`src/rtl/mem_arb_pkg.sv`:
```
// Shared types and constants for the instruction-memory read arbiter.
// Latency: n/a (types only).
// Backpressure: n/a (types only).
package mem_arb_pkg;

    // Arbiter transaction state: waiting for a request, or one read outstanding.
    typedef enum logic {
        ST_IDLE = 1'b0,
        ST_BUSY = 1'b1
    } arb_state_t;

    // Requester port numbers, also used as bit positions in req_valid/resp_valid.
    localparam int PORT_FETCH = 0;
    localparam int PORT_LOAD  = 1;

    // Identifies which requester owns the outstanding read.
    typedef logic grant_id_t;

endpackage

```
`src/rtl/mem_read_arbiter_if.sv`:
```
// Bundle of requester-side and memory-side signals around the read arbiter.
// Latency: n/a (wiring only).
// Backpressure: none here; requesters hold req_valid until their resp_valid pulse.
interface mem_read_arbiter_if #(
    parameter int ADDR_WIDTH = 64,
    parameter int DATA_WIDTH = 32
);
    // Requester side: bit0 = fetch, bit1 = load.
    logic [1:0]            req_valid;
    logic [ADDR_WIDTH-1:0] req_addr0;
    logic [ADDR_WIDTH-1:0] req_addr1;
    logic [1:0]            resp_valid;
    logic [DATA_WIDTH-1:0] resp_data;
    logic                  resp_err;
    logic                  busy;

    // Memory read port.
    logic [ADDR_WIDTH-1:0] S_R_ADDR;
    logic                  S_R_ADDR_VALID;
    logic [DATA_WIDTH-1:0] S_R_DATA;
    logic                  S_R_DATA_VALID;

    // Arbiter view.
    modport slave (
        input  req_valid, req_addr0, req_addr1, S_R_DATA, S_R_DATA_VALID,
        output resp_valid, resp_data, resp_err, busy, S_R_ADDR, S_R_ADDR_VALID
    );

    // Requester / memory environment view.
    modport master (
        output req_valid, req_addr0, req_addr1, S_R_DATA, S_R_DATA_VALID,
        input  resp_valid, resp_data, resp_err, busy, S_R_ADDR, S_R_ADDR_VALID
    );

endinterface

```
`src/rtl/mem_arb_prio_sel.sv`:
```
// Fixed-priority winner select (load over fetch) with fetch starvation guard.
// Latency: purely combinational; result is registered by the arbiter at the grant.
// Backpressure: none; only evaluated when the arbiter is idle.
module mem_arb_prio_sel
    import mem_arb_pkg::*;
#(
    parameter int STARVE_LIMIT = 4,
    parameter int CNT_W        = 3
) (
    input  logic [1:0]       req_valid,
    input  logic [CNT_W-1:0] starve_cnt,
    output logic             any_req,
    output grant_id_t        winner,
    output logic [CNT_W-1:0] starve_cnt_nxt
);

    localparam logic [CNT_W-1:0] LIMIT = CNT_W'(STARVE_LIMIT);

    logic fetch_starved;

    // Pick the winner and the starve count that goes with it if this becomes a grant.
    always_comb begin
        any_req        = |req_valid;
        fetch_starved  = req_valid[PORT_FETCH] && (starve_cnt == LIMIT);
        winner         = grant_id_t'(PORT_FETCH);
        starve_cnt_nxt = '0;
        if (req_valid[PORT_LOAD] && !fetch_starved) begin
            winner = grant_id_t'(PORT_LOAD);
        end
        // Only a load win over a waiting fetch counts; anything else resets the run.
        if ((winner == grant_id_t'(PORT_LOAD)) && req_valid[PORT_FETCH]) begin
            starve_cnt_nxt = (starve_cnt == LIMIT) ? LIMIT : starve_cnt + CNT_W'(1);
        end
    end

endmodule

```
`src/rtl/mem_read_arbiter.sv`:
```
// Shares one instruction-memory read port between fetch (port 0) and load (port 1); one read in flight.
// Latency: grant registered 1 edge after req_valid; resp_valid pulses 1 edge after S_R_DATA_VALID; 1 idle cycle between reads.
// Backpressure: requesters hold req_valid until resp_valid; optional ARB_TIMEOUT_EN bounds the wait for S_R_DATA_VALID.
module mem_read_arbiter
    import mem_arb_pkg::*;
#(
    parameter int ADDR_WIDTH     = 64,
    parameter int DATA_WIDTH     = 32,
    parameter int STARVE_LIMIT   = 4,
    parameter int TIMEOUT_CYCLES = 256
) (
    input logic              clk,
    input logic              reset,
    mem_read_arbiter_if.slave bus
);

    localparam int CNT_W = ($clog2(STARVE_LIMIT + 1) < 1) ? 1 : $clog2(STARVE_LIMIT + 1);

    // The optional wait counter is 16 bits wide, so the limit must fit.
    if (TIMEOUT_CYCLES < 1 || TIMEOUT_CYCLES > 65535) begin : g_bad_timeout
        $error("TIMEOUT_CYCLES must be within 1..65535");
    end

    arb_state_t            state_q, state_nxt;
    grant_id_t             grant_q, grant_nxt;
    logic [CNT_W-1:0]      starve_q, starve_nxt;
    logic [ADDR_WIDTH-1:0] addr_q, addr_nxt;
    logic                  addr_vld_q, addr_vld_nxt;
    logic                  busy_q, busy_nxt;
    logic [1:0]            resp_vld_q, resp_vld_nxt;
    logic [DATA_WIDTH-1:0] resp_dat_q, resp_dat_nxt;

    logic                  any_req;
    grant_id_t             winner;
    logic [CNT_W-1:0]      sel_starve_nxt;
    logic [1:0]            grant_vec;

`ifdef ARB_TIMEOUT_EN
    logic [15:0]           wait_q, wait_nxt;
    logic                  resp_err_q, resp_err_nxt;
`endif

    mem_arb_prio_sel #(
        .STARVE_LIMIT (STARVE_LIMIT),
        .CNT_W        (CNT_W)
    ) u_prio_sel (
        .req_valid      (bus.req_valid),
        .starve_cnt     (starve_q),
        .any_req        (any_req),
        .winner         (winner),
        .starve_cnt_nxt (sel_starve_nxt)
    );

    assign grant_vec = (grant_q == grant_id_t'(PORT_LOAD)) ? 2'b10 : 2'b01;

    // State register; reset abandons any read in flight.
    always_ff @(posedge clk or negedge reset) begin
        if (!reset) begin
            state_q <= ST_IDLE;
        end else begin
            state_q <= state_nxt;
        end
    end

    // Next state and next values of every registered output.
    always_comb begin
        state_nxt    = state_q;
        grant_nxt    = grant_q;
        starve_nxt   = starve_q;
        addr_nxt     = addr_q;
        addr_vld_nxt = addr_vld_q;
        busy_nxt     = busy_q;
        resp_vld_nxt = 2'b00;
        resp_dat_nxt = resp_dat_q;
`ifdef ARB_TIMEOUT_EN
        wait_nxt     = wait_q;
        resp_err_nxt = 1'b0;
`endif
        case (state_q)
            ST_IDLE: begin
                // Data arriving with nothing outstanding is stale and dropped.
                if (any_req) begin
                    state_nxt    = ST_BUSY;
                    grant_nxt    = winner;
                    starve_nxt   = sel_starve_nxt;
                    addr_nxt     = (winner == grant_id_t'(PORT_LOAD)) ? bus.req_addr1 : bus.req_addr0;
                    addr_vld_nxt = 1'b1;
                    busy_nxt     = 1'b1;
`ifdef ARB_TIMEOUT_EN
                    wait_nxt     = '0;
`endif
                end
            end
            ST_BUSY: begin
                if (bus.S_R_DATA_VALID) begin
                    state_nxt    = ST_IDLE;
                    resp_vld_nxt = grant_vec;
                    resp_dat_nxt = bus.S_R_DATA;
                    addr_vld_nxt = 1'b0;
                    busy_nxt     = 1'b0;
`ifdef ARB_TIMEOUT_EN
                end else if (wait_q == 16'(TIMEOUT_CYCLES - 1)) begin
                    // Last allowed BUSY cycle with no data: return an error response.
                    state_nxt    = ST_IDLE;
                    resp_vld_nxt = grant_vec;
                    resp_dat_nxt = '0;
                    resp_err_nxt = 1'b1;
                    addr_vld_nxt = 1'b0;
                    busy_nxt     = 1'b0;
                end else begin
                    wait_nxt     = wait_q + 16'd1;
`endif
                end
            end
        endcase
    end

    // Output and bookkeeping registers, all cleared by reset.
    always_ff @(posedge clk or negedge reset) begin
        if (!reset) begin
            grant_q    <= grant_id_t'(PORT_FETCH);
            starve_q   <= '0;
            addr_q     <= '0;
            addr_vld_q <= 1'b0;
            busy_q     <= 1'b0;
            resp_vld_q <= 2'b00;
            resp_dat_q <= '0;
        end else begin
            grant_q    <= grant_nxt;
            starve_q   <= starve_nxt;
            addr_q     <= addr_nxt;
            addr_vld_q <= addr_vld_nxt;
            busy_q     <= busy_nxt;
            resp_vld_q <= resp_vld_nxt;
            resp_dat_q <= resp_dat_nxt;
        end
    end

`ifdef ARB_TIMEOUT_EN
    // Wait counter and error flag for the bounded memory wait.
    always_ff @(posedge clk or negedge reset) begin
        if (!reset) begin
            wait_q     <= '0;
            resp_err_q <= 1'b0;
        end else begin
            wait_q     <= wait_nxt;
            resp_err_q <= resp_err_nxt;
        end
    end

    assign bus.resp_err = resp_err_q;
`else
    assign bus.resp_err = 1'b0;
`endif

    assign bus.resp_valid     = resp_vld_q;
    assign bus.resp_data      = resp_dat_q;
    assign bus.busy           = busy_q;
    assign bus.S_R_ADDR       = addr_q;
    assign bus.S_R_ADDR_VALID = addr_vld_q;

endmodule

```
`src/flat_wrapper.sv`:
```
// flat-port wrapper written by rule: the top's interface ports become plain ports
module mem_read_arbiter_flat import mem_arb_pkg::*;
#(
    parameter int ADDR_WIDTH     = 64,
    parameter int DATA_WIDTH     = 32,
    parameter int STARVE_LIMIT   = 4,
    parameter int TIMEOUT_CYCLES = 256
)
  (clk, reset, bus_req_valid, bus_req_addr0, bus_req_addr1, bus_S_R_DATA, bus_S_R_DATA_VALID, bus_resp_valid, bus_resp_data, bus_resp_err, bus_busy, bus_S_R_ADDR, bus_S_R_ADDR_VALID);
  mem_read_arbiter_if #(.ADDR_WIDTH(ADDR_WIDTH), .DATA_WIDTH(DATA_WIDTH)) bus_i ();
  input logic clk;
  input logic reset;
  input wire logic [$bits(bus_i.req_valid)-1:0] bus_req_valid;
  input wire logic [$bits(bus_i.req_addr0)-1:0] bus_req_addr0;
  input wire logic [$bits(bus_i.req_addr1)-1:0] bus_req_addr1;
  input wire logic [$bits(bus_i.S_R_DATA)-1:0] bus_S_R_DATA;
  input wire logic [$bits(bus_i.S_R_DATA_VALID)-1:0] bus_S_R_DATA_VALID;
  output wire logic [$bits(bus_i.resp_valid)-1:0] bus_resp_valid;
  output wire logic [$bits(bus_i.resp_data)-1:0] bus_resp_data;
  output wire logic [$bits(bus_i.resp_err)-1:0] bus_resp_err;
  output wire logic [$bits(bus_i.busy)-1:0] bus_busy;
  output wire logic [$bits(bus_i.S_R_ADDR)-1:0] bus_S_R_ADDR;
  output wire logic [$bits(bus_i.S_R_ADDR_VALID)-1:0] bus_S_R_ADDR_VALID;
  assign bus_i.req_valid = bus_req_valid;
  assign bus_i.req_addr0 = bus_req_addr0;
  assign bus_i.req_addr1 = bus_req_addr1;
  assign bus_i.S_R_DATA = bus_S_R_DATA;
  assign bus_i.S_R_DATA_VALID = bus_S_R_DATA_VALID;
  assign bus_resp_valid = bus_i.resp_valid;
  assign bus_resp_data = bus_i.resp_data;
  assign bus_resp_err = bus_i.resp_err;
  assign bus_busy = bus_i.busy;
  assign bus_S_R_ADDR = bus_i.S_R_ADDR;
  assign bus_S_R_ADDR_VALID = bus_i.S_R_ADDR_VALID;
  mem_read_arbiter #(.ADDR_WIDTH(ADDR_WIDTH), .DATA_WIDTH(DATA_WIDTH), .STARVE_LIMIT(STARVE_LIMIT), .TIMEOUT_CYCLES(TIMEOUT_CYCLES)) u_core (.clk(clk), .reset(reset), .bus(bus_i));
endmodule
```
`config.mk`:
```
export PLATFORM = sky130hd
export DESIGN_NAME = mem_read_arbiter_flat
export DESIGN_NICKNAME = d
export VERILOG_FILES = /design/src/rtl/mem_arb_pkg.sv /design/src/rtl/mem_read_arbiter_if.sv /design/src/rtl/mem_arb_prio_sel.sv /design/src/rtl/mem_read_arbiter.sv /design/src/flat_wrapper.sv
export SDC_FILE = /design/constraint.sdc
export NUM_CORES = 1
export LEC_CHECK = 0
export BUFFER_PORTS_ARGS = -buffer_cell sky130_fd_sc_hd__buf_2
export CAP_MARGIN = 20
export CORE_MARGIN = 2
export CORE_UTILIZATION = 31
export CTS_CLUSTER_DIAMETER = 80
export DETAILED_ROUTE_END_ITERATION = 6
export SETUP_SLACK_MARGIN = 0.4
export SLEW_MARGIN = 15
export SYNTH_ARGS = -nofsm -noshare
export SYNTH_HDL_FRONTEND = slang
export SYNTH_SLANG_ARGS = --single-unit
```
`constraint.sdc`:
```
create_clock -name clk -period 4.2 [get_ports clk]
set_clock_uncertainty 0.2 [all_clocks]
set_input_delay 0.21 -clock clk [delete_from_list [all_inputs] [get_ports clk]]
set_output_delay 0.21 -clock clk [all_outputs]
set_load 0.05 [all_outputs]
```
==> impl_metrics.json <==
{
  "ir_drop_v": 0.000263,
  "clockBufferDepth": 2,
  "syn_inst": 470,
  "rsz0062_at_grt": "false",
  "antenna_cells": 0,
  "critPathLaunchType": "flip-flop",
  "finalCritPeriodShare_pct": 71.5,
  "final_layout_size_suffix_gt1_share_pct": 33.5,
  "core-area_mm2": 0.0150,
  "numPortBuffers": 264,
  "dr_wl_met2_um": 8750,
  "synth_warnings": 0,
  "relSlewSlack_pct": 28.8,
  "die_area_mm2": 0.0163,
  "post_synth.cell_area_avg_um2": 10.1,
  "clock_power_share_pct": 22.5,
  "synthDistinctLibCells": 28,
  "nets": 1033,
  "dr.pass1.iters": 5,
  "gp_congestion": 0.800,
  "ys_ff_latch": 104,
  "design_area_mm2": 0.00807,
  "num_rows": 45,
  "p_per_area_mw_per_mm2": 485,
  "start_util_pct": 31.5,
  "synth_edf_count": 0,
  "vias": 5269,
  "end_kind": "flip-flop",
  "routed.top_layer": "met4",
  "wl_met1_um": 6790,
  "cts_root_buf": "clkbuf_16",
  "h-tree-depth": 3,
  "dpl_cell_area_mm2": 0.00613,
  "antenna_left": 0,
  "status": "completed",
  "layout_common_cells": "buf_2, dlygate4sd3_1, nand2_1",
  "first_global_vias": 5384,
  "p_switching_w": 0.00164,
  "syn_to_final_growth_pct": 70.5,
  "fp.dieW_um": 128,
  "drt_iter0_markers": 325,
  "async_reset_ff_share_pct": 100,
  "worstPathMaxFanout": 50,
  "cap_violations": 0,
  "power.internal_w": 0.00227,
  "antenna_found_initial": 0,
  "grt_max_degree": 75,
  "dr_wl_met3_um": 1100,
  "switching_share_pct": 42.0,
  "wl_per_cell_um": 16.0,
  "die_height_um": 128,
  "clk_latency_ps": 350,
  "tns_ps": 0,
  "p_leak_nw": 3.83,
  "synth_flop_cell": "dfrtp_1",
  "grt_overflow": 0,
  "cts_buffers": 9,
  "worst_pin_slew_ps": 1070,
  "arrival_ps": 3030,
  "nFillCells": 1326,
  "drv_slew": 0,
  "final_common_cell": "buf_2",
  "seq_power_share_pct": 34.0,
  "hp-class": "primary input to flip-flop",
  "hold_viol": 0,
  "clkTransAtPathRegs_ps": 70,
  "dp_hpwl_um": 10100,
  "pwr-share-comb_pct": 43.5,
  "ios": 266,
  "ys_seq_area_share_pct": 55.0,
  "grt_first_pass_wirelength_um": 26600,
  "fmax_mhz": 333,
  "drt-total-wl_um": 16900,
  "path_class": "flip-flop to flip-flop",
  "syn_area_mm2": 0.00473,
  "drc": 0,
  "clock_sinks": 104,
  "via_per_inst": 4.98,
  "period_needed_ps": 3000,
  "syn_nets": 637,
  "setup-violations-final": 0,
  "cts_tree": "yes",
  "gr-usage-all-layers_pct": 20.5,
  "worst-endpoint-required_ps": 4230
}
critical path: stages (launching register included):
cell           delay [ps]
dfrtp_1               390
inv_1                  60
ha_1                  240
nand3_2                80
and2_2                850
buf_4                 360
o211ai_1              120
dlygate4sd3_1         570
final cells by class:
type	instances	area (um2)	share of cell area, %
Clock buffer	10	239	2.96
Sequential cell	104	2600	32.3
Clock inverter	6	75.1	0.931
Tap cell	188	235	2.92
Inverter	2	7.51	0.0931
Multi-Input combinational cell	316	1910	23.7
Timing Repair Buffer	433	3000	37.2
state kept, by name, summed over array words and instances, names as in the netlist:
register / cells
u_core.bus.resp_valid: 2
u_core.bus.resp_data: 32
u_core.starve_q: 3
u_core.grant_q: 1
u_core.state_q: 1
u_core.bus.S_R_ADDR: 64
u_core.bus.busy: 1
worst paths after layout:
check	start	end	slack, ps	cells after the start
max	u_core.starve_q[0]	u_core.bus.S_R_ADDR[55]	1200	7
min	bus_req_valid[0]	u_core.starve_q[2]	10	3
max reg2reg	u_core.starve_q[0]	u_core.bus.S_R_ADDR[55]	1200	7
min reg2reg	u_core.grant_q	u_core.bus.resp_valid[0]	250	1
max in group asynchronous	reset	u_core.bus.S_R_ADDR[39]	2420	3
min in group asynchronous	reset	u_core.bus.S_R_ADDR[24]	340	2
cells by family after synthesis:
family          share of synthesized area, %
fa+ha+maj                              0.529
compound gates                          11.5
buf+inv                                 5.05
simple gates                            20.2
other cells                           0.0792
mux                                     7.62
flops                                   55.0
metrics by stage:
step | hold WS (ps) | power [W] | util (%) | cells | setup slack (ps)
after CTS | 3.22 | 0.00394 | 53.7 | 1059 | 1200
after global routing | 17.9 | 0.00411 | 53.7 | 1059 | 1040
after detailed placement | 222 | 0.00277 | 40.8 | 881 | 1760
after global placement | 203 | 0.00275 | 40.8 | 881 | 1820
final | 12.2 | 0.00391 | 53.7 | 1059 | 1200
after floorplan | -286 | 0.00237 | - | 470 | 2540
metal layers:
layer | global-route usage, % | up-vias
li1 | - | 2479
met1 | 23.4 | 2527
met2 | 37.0 | 238
met3 | 5.61 | 25
met4 | 7.24 | 0
met5 | 0 | -
timing repair:
action / in CTS / in global routing
hold buffers: 162 / 0
hold endpoints to repair: 170 / 0
resized for setup: 0 / 0
buffers inserted: 0 / 0
cell usage after synthesis (3+ instances only):
cell type / count / area share, %
buf_2: 26 / 2.7
buf_4: 3 / 0.48
nand4_1: 64 / 8.5
o211ai_1: 64 / 10
nand2_1: 135 / 11
dfrtp_1: 104 / 55
mux2_1: 32 / 7.6
clkbuf_1: 13 / 1.0
buf_1: 5 / 0.40
power groups by stage:
stage / Combinational (W) / Clock (W) / Sequential (W)
after CTS: 0.00169 / 0.000917 / 0.00133
after global placement: 0.00141 / 0 / 0.00134
final: 0.00170 / 0.000880 / 0.00133
after floorplan: 0.000311 / 0 / 0.00206
after global routing: 0.00180 / 0.000954 / 0.00136
after detailed placement: 0.00143 / 0 / 0.00134
No activity file was read; power rests on OpenSTA's default activity.
